==> src/rtl/williams_video_pkg.sv <==
// rtl/williams_video_pkg.sv - default Williams timing constants and threshold helper
package williams_video_pkg;

  localparam int DEF_CE_DIV_LOG2 = 1;
  localparam int DEF_PCNT_W      = 11;
  localparam int DEF_LCNT_W      = 11;
  localparam int DEF_HPOS_W      = DEF_PCNT_W - DEF_CE_DIV_LOG2;
  localparam int DEF_HB_START    = 336;
  localparam int DEF_HB_END      = 40;
  localparam int DEF_VB_START    = 246;
  localparam int DEF_VB_END      = 6;
  localparam int DEF_ADJ_W       = 4;

  // Constant plus signed offset, wrapped to a counter of the given width (no clamping).
  function automatic logic [31:0] wrap_thresh(input logic [31:0] base,
                                              input logic signed [31:0] adj,
                                              input int width);
    logic [31:0] mask;
    mask = (32'd1 << width) - 32'd1;
    return (base + adj) & mask;
  endfunction

endpackage

==> src/rtl/williams_video_timing_if.sv <==
// rtl/williams_video_timing_if.sv - video timing outputs bundle towards arcade_video
interface williams_video_timing_if
  import williams_video_pkg::*;
#(
  parameter int HPOS_W = DEF_HPOS_W,
  parameter int VPOS_W = DEF_LCNT_W
);
  logic              ce_pix;
  logic              hblank;
  logic              vblank;
  logic              de;
  logic              frame_start;
  logic [HPOS_W-1:0] hpos;
  logic [VPOS_W-1:0] vpos;

  modport master (output ce_pix, hblank, vblank, de, frame_start, hpos, vpos);
  modport slave  (input  ce_pix, hblank, vblank, de, frame_start, hpos, vpos);
endinterface

==> src/rtl/williams_sync_edge.sv <==
// rtl/williams_sync_edge.sv - sync register plus polarity-aware active-edge detect
module williams_sync_edge #(
  parameter bit POL = 1'b1
) (
  input  logic clk_sys,
  input  logic reset_n,
  input  logic sync_in,
  output logic sync_edge
);
  logic cur_q, cur_d;
  logic prev_q, prev_d;

  // Next values: sample the raw sync once, keep one older copy for the edge compare.
  always_comb begin
    cur_d  = sync_in;
    prev_d = cur_q;
  end

  // Both stages start at the inactive level so reset never fakes an edge.
  always_ff @(posedge clk_sys or negedge reset_n) begin
    if (!reset_n) begin
      cur_q  <= ~POL;
      prev_q <= ~POL;
    end else begin
      cur_q  <= cur_d;
      prev_q <= prev_d;
    end
  end

  assign sync_edge = (prev_q != POL) && (cur_q == POL);
endmodule

==> src/rtl/williams_video_timing.sv <==
// rtl/williams_video_timing.sv - ce_pix/blanking/de/frame_start from raw hs/vs
// Optional measurement outputs (line_len, frame_lines, timing_stable): VIDEO_TIMING_MEASURE_EN
module williams_video_timing
  import williams_video_pkg::*;
#(
  parameter int CE_DIV_LOG2 = DEF_CE_DIV_LOG2,
  parameter int PCNT_W      = DEF_PCNT_W,
  parameter int LCNT_W      = DEF_LCNT_W,
  parameter int HB_START    = DEF_HB_START,
  parameter int HB_END      = DEF_HB_END,
  parameter int VB_START    = DEF_VB_START,
  parameter int VB_END      = DEF_VB_END,
  parameter bit HS_POL      = 1'b1,
  parameter bit VS_POL      = 1'b1,
  parameter int ADJ_W       = DEF_ADJ_W
) (
  input  logic             clk_sys,
  input  logic             reset_n,
  input  logic             hs_in,
  input  logic             vs_in,
  input  logic [ADJ_W-1:0] h_adj,
  input  logic [ADJ_W-1:0] v_adj,
  williams_video_timing_if.master vid
`ifdef VIDEO_TIMING_MEASURE_EN
  ,
  output logic [PCNT_W-1:0] line_len,
  output logic [LCNT_W-1:0] frame_lines,
  output logic              timing_stable
`endif
);
  localparam int HPOS_W = PCNT_W - CE_DIV_LOG2;

  logic              hs_edge, vs_edge, frame_edge;
  logic [PCNT_W-1:0] pcnt_q, pcnt_d;
  logic [LCNT_W-1:0] lcnt_q, lcnt_d;
  logic [ADJ_W-1:0]  h_adj_q, h_adj_d, v_adj_q, v_adj_d;
  logic              hblank_q, hblank_d, vblank_q, vblank_d;
  logic              de_q, de_d, frame_start_q, frame_start_d;
  logic              pcnt_sat, lcnt_sat, ce;
  logic [HPOS_W-1:0] hpos_w;
  logic signed [31:0] h_adj_se, v_adj_se;
  logic [31:0]       hb_start_t, hb_end_t, vb_start_t, vb_end_t;

  williams_sync_edge #(.POL(HS_POL)) u_hs_edge (
    .clk_sys(clk_sys), .reset_n(reset_n), .sync_in(hs_in), .sync_edge(hs_edge)
  );
  williams_sync_edge #(.POL(VS_POL)) u_vs_edge (
    .clk_sys(clk_sys), .reset_n(reset_n), .sync_in(vs_in), .sync_edge(vs_edge)
  );

  // A vs edge only counts when it lands on an hs-edge cycle.
  assign frame_edge = hs_edge && vs_edge;
  assign pcnt_sat   = &pcnt_q;
  assign lcnt_sat   = &lcnt_q;
  assign hpos_w     = HPOS_W'(pcnt_q >> CE_DIV_LOG2);

  generate
    if (CE_DIV_LOG2 == 0) begin : g_ce_full
      assign ce = !pcnt_sat;
    end else begin : g_ce_div
      assign ce = (&pcnt_q[CE_DIV_LOG2-1:0]) && !pcnt_sat;
    end
  endgenerate

  // Blank thresholds from the frame-latched offsets, wrapped to hpos/vpos width.
  always_comb begin
    h_adj_se   = 32'($signed(h_adj_q));
    v_adj_se   = 32'($signed(v_adj_q));
    hb_start_t = wrap_thresh(32'(HB_START), h_adj_se, HPOS_W);
    hb_end_t   = wrap_thresh(32'(HB_END),   h_adj_se, HPOS_W);
    vb_start_t = wrap_thresh(32'(VB_START), v_adj_se, LCNT_W);
    vb_end_t   = wrap_thresh(32'(VB_END),   v_adj_se, LCNT_W);
  end

  // Counters, offset latches and blank flags; hs reload beats increment, clear beats set.
  always_comb begin
    pcnt_d        = pcnt_q;
    lcnt_d        = lcnt_q;
    h_adj_d       = h_adj_q;
    v_adj_d       = v_adj_q;
    hblank_d      = hblank_q;
    vblank_d      = vblank_q;
    frame_start_d = 1'b0;
    if (hs_edge) begin
      pcnt_d = '0;
    end else if (!pcnt_sat) begin
      pcnt_d = pcnt_q + PCNT_W'(1);
    end
    if (frame_edge) begin
      lcnt_d        = '0;
      h_adj_d       = h_adj;
      v_adj_d       = v_adj;
      frame_start_d = 1'b1;
    end else if (hs_edge && !lcnt_sat) begin
      lcnt_d = lcnt_q + LCNT_W'(1);
    end
    if (!pcnt_sat && (32'(hpos_w) == hb_end_t)) begin
      hblank_d = 1'b0;
    end else if (!pcnt_sat && (32'(hpos_w) == hb_start_t)) begin
      hblank_d = 1'b1;
    end
    if (!lcnt_sat && (32'(lcnt_q) == vb_end_t)) begin
      vblank_d = 1'b0;
    end else if (!lcnt_sat && (32'(lcnt_q) == vb_start_t)) begin
      vblank_d = 1'b1;
    end
    de_d = !hblank_d && !vblank_d;
  end

  // Timing state register; counters come out of reset saturated and blanked.
  always_ff @(posedge clk_sys or negedge reset_n) begin
    if (!reset_n) begin
      pcnt_q        <= '1;
      lcnt_q        <= '1;
      h_adj_q       <= '0;
      v_adj_q       <= '0;
      hblank_q      <= 1'b1;
      vblank_q      <= 1'b1;
      de_q          <= 1'b0;
      frame_start_q <= 1'b0;
    end else begin
      pcnt_q        <= pcnt_d;
      lcnt_q        <= lcnt_d;
      h_adj_q       <= h_adj_d;
      v_adj_q       <= v_adj_d;
      hblank_q      <= hblank_d;
      vblank_q      <= vblank_d;
      de_q          <= de_d;
      frame_start_q <= frame_start_d;
    end
  end

  assign vid.ce_pix      = ce;
  assign vid.hblank      = hblank_q;
  assign vid.vblank      = vblank_q;
  assign vid.de          = de_q;
  assign vid.frame_start = frame_start_q;
  assign vid.hpos        = hpos_w;
  assign vid.vpos        = lcnt_q;

`ifdef VIDEO_TIMING_MEASURE_EN
  logic [PCNT_W-1:0] line_len_q, line_len_d, line_len_fs_q, line_len_fs_d;
  logic [LCNT_W-1:0] frame_lines_q, frame_lines_d;
  logic              stable_q, stable_d;

  // Line length at every hs edge; frame comparison against the previous frame start.
  always_comb begin
    line_len_d    = line_len_q;
    line_len_fs_d = line_len_fs_q;
    frame_lines_d = frame_lines_q;
    stable_d      = stable_q;
    if (hs_edge) begin
      line_len_d = pcnt_q;
    end
    if (frame_edge) begin
      frame_lines_d = lcnt_q;
      line_len_fs_d = pcnt_q;
      stable_d      = (lcnt_q == frame_lines_q) && (pcnt_q == line_len_fs_q);
    end
    if (pcnt_sat || lcnt_sat) begin
      stable_d = 1'b0;
    end
  end

  // Measurement registers.
  always_ff @(posedge clk_sys or negedge reset_n) begin
    if (!reset_n) begin
      line_len_q    <= '0;
      line_len_fs_q <= '0;
      frame_lines_q <= '0;
      stable_q      <= 1'b0;
    end else begin
      line_len_q    <= line_len_d;
      line_len_fs_q <= line_len_fs_d;
      frame_lines_q <= frame_lines_d;
      stable_q      <= stable_d;
    end
  end

  assign line_len      = line_len_q;
  assign frame_lines   = frame_lines_q;
  assign timing_stable = stable_q;
`endif
endmodule
==> src/flat_wrapper.sv <==
// flat-port wrapper written by rule: the top's interface ports become plain ports
module williams_video_timing_flat import williams_video_pkg::*;
#(
  parameter int CE_DIV_LOG2 = DEF_CE_DIV_LOG2,
  parameter int PCNT_W      = DEF_PCNT_W,
  parameter int LCNT_W      = DEF_LCNT_W,
  parameter int HB_START    = DEF_HB_START,
  parameter int HB_END      = DEF_HB_END,
  parameter int VB_START    = DEF_VB_START,
  parameter int VB_END      = DEF_VB_END,
  parameter bit HS_POL      = 1'b1,
  parameter bit VS_POL      = 1'b1,
  parameter int ADJ_W       = DEF_ADJ_W
)
  (clk_sys, reset_n, hs_in, vs_in, h_adj, v_adj, vid_ce_pix, vid_hblank, vid_vblank, vid_de, vid_frame_start, vid_hpos, vid_vpos);
  williams_video_timing_if vid_i ();
  input  logic clk_sys;
  input  logic reset_n;
  input  logic hs_in;
  input  logic vs_in;
  input  logic [ADJ_W-1:0] h_adj;
  input  logic [ADJ_W-1:0] v_adj;
  output wire logic [$bits(vid_i.ce_pix)-1:0] vid_ce_pix;
  output wire logic [$bits(vid_i.hblank)-1:0] vid_hblank;
  output wire logic [$bits(vid_i.vblank)-1:0] vid_vblank;
  output wire logic [$bits(vid_i.de)-1:0] vid_de;
  output wire logic [$bits(vid_i.frame_start)-1:0] vid_frame_start;
  output wire logic [$bits(vid_i.hpos)-1:0] vid_hpos;
  output wire logic [$bits(vid_i.vpos)-1:0] vid_vpos;
  assign vid_ce_pix = vid_i.ce_pix;
  assign vid_hblank = vid_i.hblank;
  assign vid_vblank = vid_i.vblank;
  assign vid_de = vid_i.de;
  assign vid_frame_start = vid_i.frame_start;
  assign vid_hpos = vid_i.hpos;
  assign vid_vpos = vid_i.vpos;
  williams_video_timing #(.CE_DIV_LOG2(CE_DIV_LOG2), .PCNT_W(PCNT_W), .LCNT_W(LCNT_W), .HB_START(HB_START), .HB_END(HB_END), .VB_START(VB_START), .VB_END(VB_END), .HS_POL(HS_POL), .VS_POL(VS_POL), .ADJ_W(ADJ_W)) u_core (.clk_sys(clk_sys), .reset_n(reset_n), .hs_in(hs_in), .vs_in(vs_in), .h_adj(h_adj), .v_adj(v_adj), .vid(vid_i));
endmodule
==> config.mk <==
export PLATFORM = sky130hd
export DESIGN_NAME = williams_video_timing_flat
export DESIGN_NICKNAME = d
export VERILOG_FILES = /design/src/rtl/williams_video_pkg.sv /design/src/rtl/williams_video_timing_if.sv /design/src/rtl/williams_sync_edge.sv /design/src/rtl/williams_video_timing.sv /design/src/flat_wrapper.sv
export SDC_FILE = /design/constraint.sdc
export NUM_CORES = 1
export LEC_CHECK = 0
export ABC_AREA = 1
export CAP_MARGIN = 20
export CORE_UTILIZATION = 53
export DETAILED_ROUTE_END_ITERATION = 10
export GPL_ROUTABILITY_DRIVEN = 0
export PLACE_DENSITY = 0.83
export SETUP_SLACK_MARGIN = 0.5
export SLEW_MARGIN = 25
export SYNTH_ARGS = -nofsm -noshare
export SYNTH_HDL_FRONTEND = slang
export SYNTH_SLANG_ARGS = --single-unit
==> constraint.sdc <==
create_clock -name clk_sys -period 1.85 [get_ports clk_sys]
set_input_delay 0.37 -clock clk_sys [delete_from_list [all_inputs] [get_ports clk_sys]]
set_output_delay 0.37 -clock clk_sys [all_outputs]
set_load 0.005 [all_outputs]
; Word-level counts from Yosys, hierarchy flattened
; Cells that the tools add are included.
[totals]
ff_bits = 38
input_bits = 12
output_inout_bits = 26
elab_cells = 51
[op_classes]
addsub = 6
n_eq_ne = 5
muxes = 9
bitwise = 2
n_reduce_logical = 17
[op_table]
columns = operator, count
row1 = 11-bit two-way mux, 4
row2 = 11-bit by 1-bit adder with 11-bit output (second input constant), 2
row3 = 11-bit == test, 2
row4 = 11-bit AND reduction, 2
row5 = 10-bit == test, 2
row6 = 10-bit by 4-bit adder with 10-bit output (first input constant), 1
row7 = 9-bit by 4-bit adder with 10-bit output (first input constant), 1
row8 = 1-bit logical AND, 10
row9 = 7-bit by 4-bit adder with 8-bit output (first input constant), 1
row10 = 4-bit by 4-bit adder with 5-bit output (first input constant), 1
row11 = 1-bit two-way mux, 5
row12 = 1-bit logical NOT, 4
row13 = 2-bit by 1-bit inequality test with 1-bit output (second input constant), 1
row14 = 1-bit inverter, 2
row15 = 2-bit nonzero test, 1

; Longest topological paths before layout
[depth]
ltp_word = 7
ltp_mapped = 13
mapped_depth_nobuf = 13

; Cells and area by module
; A second synthesis with hierarchy kept.
[unflattened]
cells_unflattened = 281
area_unflattened_um2 = 2175.8
[by_module_without_submodules]
columns = module, n_inst, cells_each, area_per_inst_um2, seq_area_each_um2
row1 = williams_video_timing, 1, 273, 2055.7, 880.8
row2 = williams_sync_edge, 2, 4, 60.1, 50.0

; Worst setup path before layout
; No wires, ideal clock.
[synth_timing]
path_kind = register -> output
from = register u_core.pcnt_q[1]
to = output port vid_ce_pix
t_arrival_ns = 1.213
required_ns = 1.480
slack_ns = 0.267
stages_incl_launch_ff = 7
n_path_buf = 0
cell_sequence = dfstp_2 > ha_1 > nand2_1 > nor2_2 > nand3_1 > nand2_1 > inv_1
[synth_between]
elab_chain_len = 3
[synth_lines]
columns = element, line_no
row1 = from (decl), williams_video_timing.sv:34  ; logic [PCNT_W-1:0] pcnt_q, pcnt_d;
row2 = from (signal assigned), williams_video_timing.sv:122  ; pcnt_q <= pcnt_d;
row3 = 11-bit AND reduction, williams_video_timing.sv:53  ; assign pcnt_sat = &pcnt_q;
row4 = 1-bit logical NOT, williams_video_timing.sv:61  ; assign ce = (&pcnt_q[CE_DIV_LOG2-1:0]) && !pcnt_sat;
row5 = 1-bit logical AND, williams_video_timing.sv:61
row6 = to (decl), flat_wrapper.sv:23  ; output wire logic [$bits(vid_i.ce_pix)-1:0] vid_ce_pix;
; No other way between the ends.

; Worst setup path after layout
[layout_timing]
from = register u_core.pcnt_q[3]
to = register u_core.de_q (netlist: u_core.vid.de)
[layout_between]
elab_chain_len = 7
word_cells_on_any_way = 10
cone_classes = 2 x eq/ne / 2 x mux / 6 x reduce/logical
[layout_lines]
columns = element, line_no
row1 = 11-bit AND reduction, williams_video_timing.sv:53
row2 = 1-bit logical NOT, "williams_video_timing.sv:97, williams_video_timing.sv:99"
row3 = 1-bit logical AND, williams_video_timing.sv:99  ; end else if (!pcnt_sat && (32'(hpos_w) == hb_start_t)) begin
row4 = 1-bit two-way mux, williams_video_timing.sv:99
row5 = 1-bit two-way mux *, williams_video_timing.sv:97  ; if (!pcnt_sat && (32'(hpos_w) == hb_end_t)) begin
row6 = 1-bit logical NOT *, williams_video_timing.sv:107  ; de_d = !hblank_d && !vblank_d;
row7 = 1-bit logical AND *, williams_video_timing.sv:107
row8 = net u_core.de_d, williams_video_timing.sv:38  ; logic de_q, de_d, frame_start_q, frame_start_d;
row9 = to (signal assigned), williams_video_timing.sv:119  ; de_q <= 1'b0;
row10 = to (signal assigned), williams_video_timing.sv:128  ; de_q <= de_d;
row11 = to (decl), williams_video_timing.sv:38
; Mark *: on every way through the listed nets, which the timed path passes. The rest lies on a longest branch.
; A chain may end at the register's enable or synchronous reset.

==> results by group <==
Synth
  • Synthesized area divided by synthesized cell count: 7.55 µm²
  • Biggest area consumer among synthesized cells: sky130_fd_sc_hd__dfstp_2
  • Fraction of synthesis flops using an asynchronous set or reset pin: 100%
  • Total standard cell area after synthesis: 2200 µm²
  • Mapped Nets: 307
  • Top cells by count, synth: 86 x sky130_fd_sc_hd__nand2_1, 36 x sky130_fd_sc_hd__inv_1, 29 x sky130_fd_sc_hd__nor2_1
  • Most common flop cell mapped by yosys: sky130_fd_sc_hd__dfstp_2
  • Largest cells by area after synthesis: sky130_fd_sc_hd__dfstp_2 29%, sky130_fd_sc_hd__dfrtp_1 16%, sky130_fd_sc_hd__nand2_1 15%
  • Post-synthesis register bit count: 38
  • Cell with the most instances after synthesis: sky130_fd_sc_hd__nand2_1
  • Sequential cell area fraction in the yosys report: 44.5%
  • EDFF count, synth: 0
  • Yosys warnings: 0
  • Cells after Synth: 292
  • Fraction of post-synthesis cell area in the top cell type by area: about 29%
  • Number of library cell types mapped by synthesis: 30

Route
  • Average detailed-routed wire length per instance: 24.9 µm
  • Initial DRT Pass Iterations: 6
  • Initial detailed-routing violation count: 497
  • Number of nets with antenna violations after detailed routing: 0
  • Vias post-DR: 2960
  • Number of vias per cell: 6.46
  • Final wirelength: ~11 mm
  • DRC violation count after routing: 0

Job
  • Max-cap violations: 0

Critical path
  • Instance count on the critical path: 10
  • Cells on worst reg2reg path: 10
  • Arrival time worst endpoint: 2.22 ns
  • Worst path buffer plus inverter count: 5
  • Startpoint type of the worst setup path: register
  • Slowest-stage cell, CP: sky130_fd_sc_hd__dfstp_2
  • Worst path cell trace: buf_6 -> buf_6 -> buf_6 -> buf_8 -> xnor2_2 -> nand3_1 -> o21bai_1 -> nand2_1 -> nand2_2 -> inv_2
  • Slowest cell delay on critical path: about 0.57 ns
  • Crit-path most repeated cell: sky130_fd_sc_hd__buf_6
  • Worst EP required: 2.05 ns
  • WS Path Type: reg -> reg
  • Type of destination of the critical path: register
  • Family of cells with the greatest summed delay on the critical path: flip-flops
  • Max Fanout on Critical Path: 6

STA
  • Worst-case setup margin in the final layout: -0.172 ns
  • Period utilization: 109%
  • Slew Limit Fails: 0
  • Final sum of negative setup slack: -0.520 ns
  • Number of hold-slack violations in the final timing report: 0
  • Final Setup Violations: 5
  • Worst hold slack across all endpoints: 0.0902 ns
  • Final setup skew: about 0.012 ns
  • Maximum achievable frequency: 495 MHz
  • Post-route minimum period: 2.02 ns
  • Setup repair after global routing missed its margin: true
  • Worst-Margin Slew: around 0.67 ns
  • Slew margin rel.: 55.7%

Clock network
  • Maximum root-to-sink buffer count: 2
  • Count of H-tree levels built during CTS: 2
  • CTS buffer count: 5
  • Clock Pin Slew Worst Setup and Hold Paths: 0.09 ns
  • Clk sinks: 38
  • Clock root buffer: sky130_fd_sc_hd__clkbuf_8
  • Post-cts hold buffer count: 0
  • Clock Latency Late Sink: 0.31 ns
  • Clock tree from TritonCTS: done

Layout
  • Flip-flop and latch area: 981 µm²
  • Post-layout nets: between 400 and 500
  • Multi-input combinational cell area: 1340 µm²
  • Fillers: 95
  • # diodes: 0
  • Ratio of cells with drive above 1 in the final layout: 56.1%
  • Signed area change from the synthesized netlist to the final layout: 73.8%

Floorplanning
  • Site Rows: 23
  • Floorplan Core Area: 4000 µm²
  • Initial cell density of the core: ~55%
  • Horizontal die dimension: 66.5 µm
  • Height of the die: 66.5 µm
  • # IOs: 38
  • Die Area: 4420 µm²

Global routing
  • Via count of the first global-routing pass: 2661
  • Total grt overflow: 0
  • Overall global routing resource usage: between 40% and 50%
  • Antenna violations before repair: 0
  • First-pass GRT wire length: 13.1 mm
  • Maximum number of pins on one net before global-route repair: 30

Power and ir drop
  • Pwr per Cell Area: 938 nW/µm²
  • Worst vdd ir: 0.740 mV
  • Leakage component of the power: 1.76 nW

Place
  • Half-perimeter wire length after detailed placement: 3.59 mm
  • PortBufs: 37

Status
  • Violated checks: negative setup slack
  • Run status: finished with violations

Worst hold path
  • Hold/Removal Path Class: in -> async
-- repair_timing --
item | in CTS | in global routing
endpoints found under the setup margin | 49 | 49
setup buffers | 54 | 18
endpoints found under the hold margin | 0 | 0
resized for setup | 162 | 79
pin swaps | 27 | 35
gates cloned | 1 | 0
-- cells in the final DEF, fill, tap and decap left out, types with 6 or more instances in the layout --
master                            instances
sky130_fd_sc_hd__buf_2                    9
sky130_fd_sc_hd__a21oi_2                  6
sky130_fd_sc_hd__nand2_1                 64
sky130_fd_sc_hd__nor2_2                   8
sky130_fd_sc_hd__buf_4                   45
sky130_fd_sc_hd__nand3_2                  9
sky130_fd_sc_hd__nor2_4                   9
sky130_fd_sc_hd__nand3_1                 13
sky130_fd_sc_hd__clkdlybuf4s50_1         10
sky130_fd_sc_hd__xor2_1                   7
sky130_fd_sc_hd__dfstp_2                 24
sky130_fd_sc_hd__inv_1                   25
sky130_fd_sc_hd__nor2_1                  15
sky130_fd_sc_hd__inv_2                    8
sky130_fd_sc_hd__buf_6                   52
sky130_fd_sc_hd__o21ai_0                 10
sky130_fd_sc_hd__dfrtp_1                 14
sky130_fd_sc_hd__nand2_2                 19
sky130_fd_sc_hd__clkbuf_8                 6
-- flip-flops by register name, summed over array words and instances (netlist names), 4 cells and up --
name / count
u_core.pcnt_q: 11
u_core.vid.vpos: 11
u_core.h_adj_q: 4
u_core.v_adj_q: 4
-- stage by stage --
step	instance area, µm²	setup slack, ns	cells	util [%]	total power [mW]
final	3830	-0.172	458	95.8	3.59
after CTS	3410	0.0132	440	85.2	3.05
after detailed placement	2690	-0.0107	377	67.3	1.84
after global placement	2690	0.0198	377	67.3	1.81
after global routing	3830	-0.278	458	95.8	3.70
after floorplan	2290	0.359	292	-	1.58
-- power by group --
part	total (mW)	internal, mW	switching [mW]	leakage, nW
combinational	1.58	0.740	0.837	1.28
sequential	1.09	0.978	0.116	0.415
clock	0.923	0.576	0.347	0.0714
total	3.59	2.29	1.30	1.76
-- path summary, 6_finish.rpt --
kind,from,slack (ns),endpoint
setup / recovery,u_core.pcnt_q[3],-0.17,u_core.vid.de
setup reg to reg,u_core.pcnt_q[3],-0.17,u_core.vid.de
hold / removal,reset_n,0.09,u_core.vid.de
max in group asynchronous,reset_n,1.10,u_core.vid.vpos[9]
min in group clk_sys,u_core.u_vs_edge.cur_q,0.40,u_core.u_vs_edge.prev_q
hold reg to reg,u_core.u_vs_edge.cur_q,0.40,u_core.u_vs_edge.prev_q
-- routing by layer --
metal	track usage (%)	wire length (µm)
met5	0	0
met4	27.9	1200
met3	10.1	1400
met2	70.3	5200
met1	45.4	3620
-- layout make-up --
class                      instances  area share, %
inverter                          39           4.44
tap                               50           1.63
multi-input combinational        201           35.0
timing repair buffer             121           29.4
clock inverter                     2           1.57
timing repair inverter             1          0.163
sequential                        38           25.6
clock buffer                       6           2.16
-- kinds of logic after synthesis --
group                    share of synthesized area (%)
AND/OR/NAND/NOR                                   31.2
buffers and inverters                             11.4
flip-flops                                        44.5
AO/OA/AOI/OAI                                     7.27
XOR/XNOR                                          3.97
adder cells (fa/ha/maj)                           1.70
Note: power is estimated with default switching activity, not from simulation.
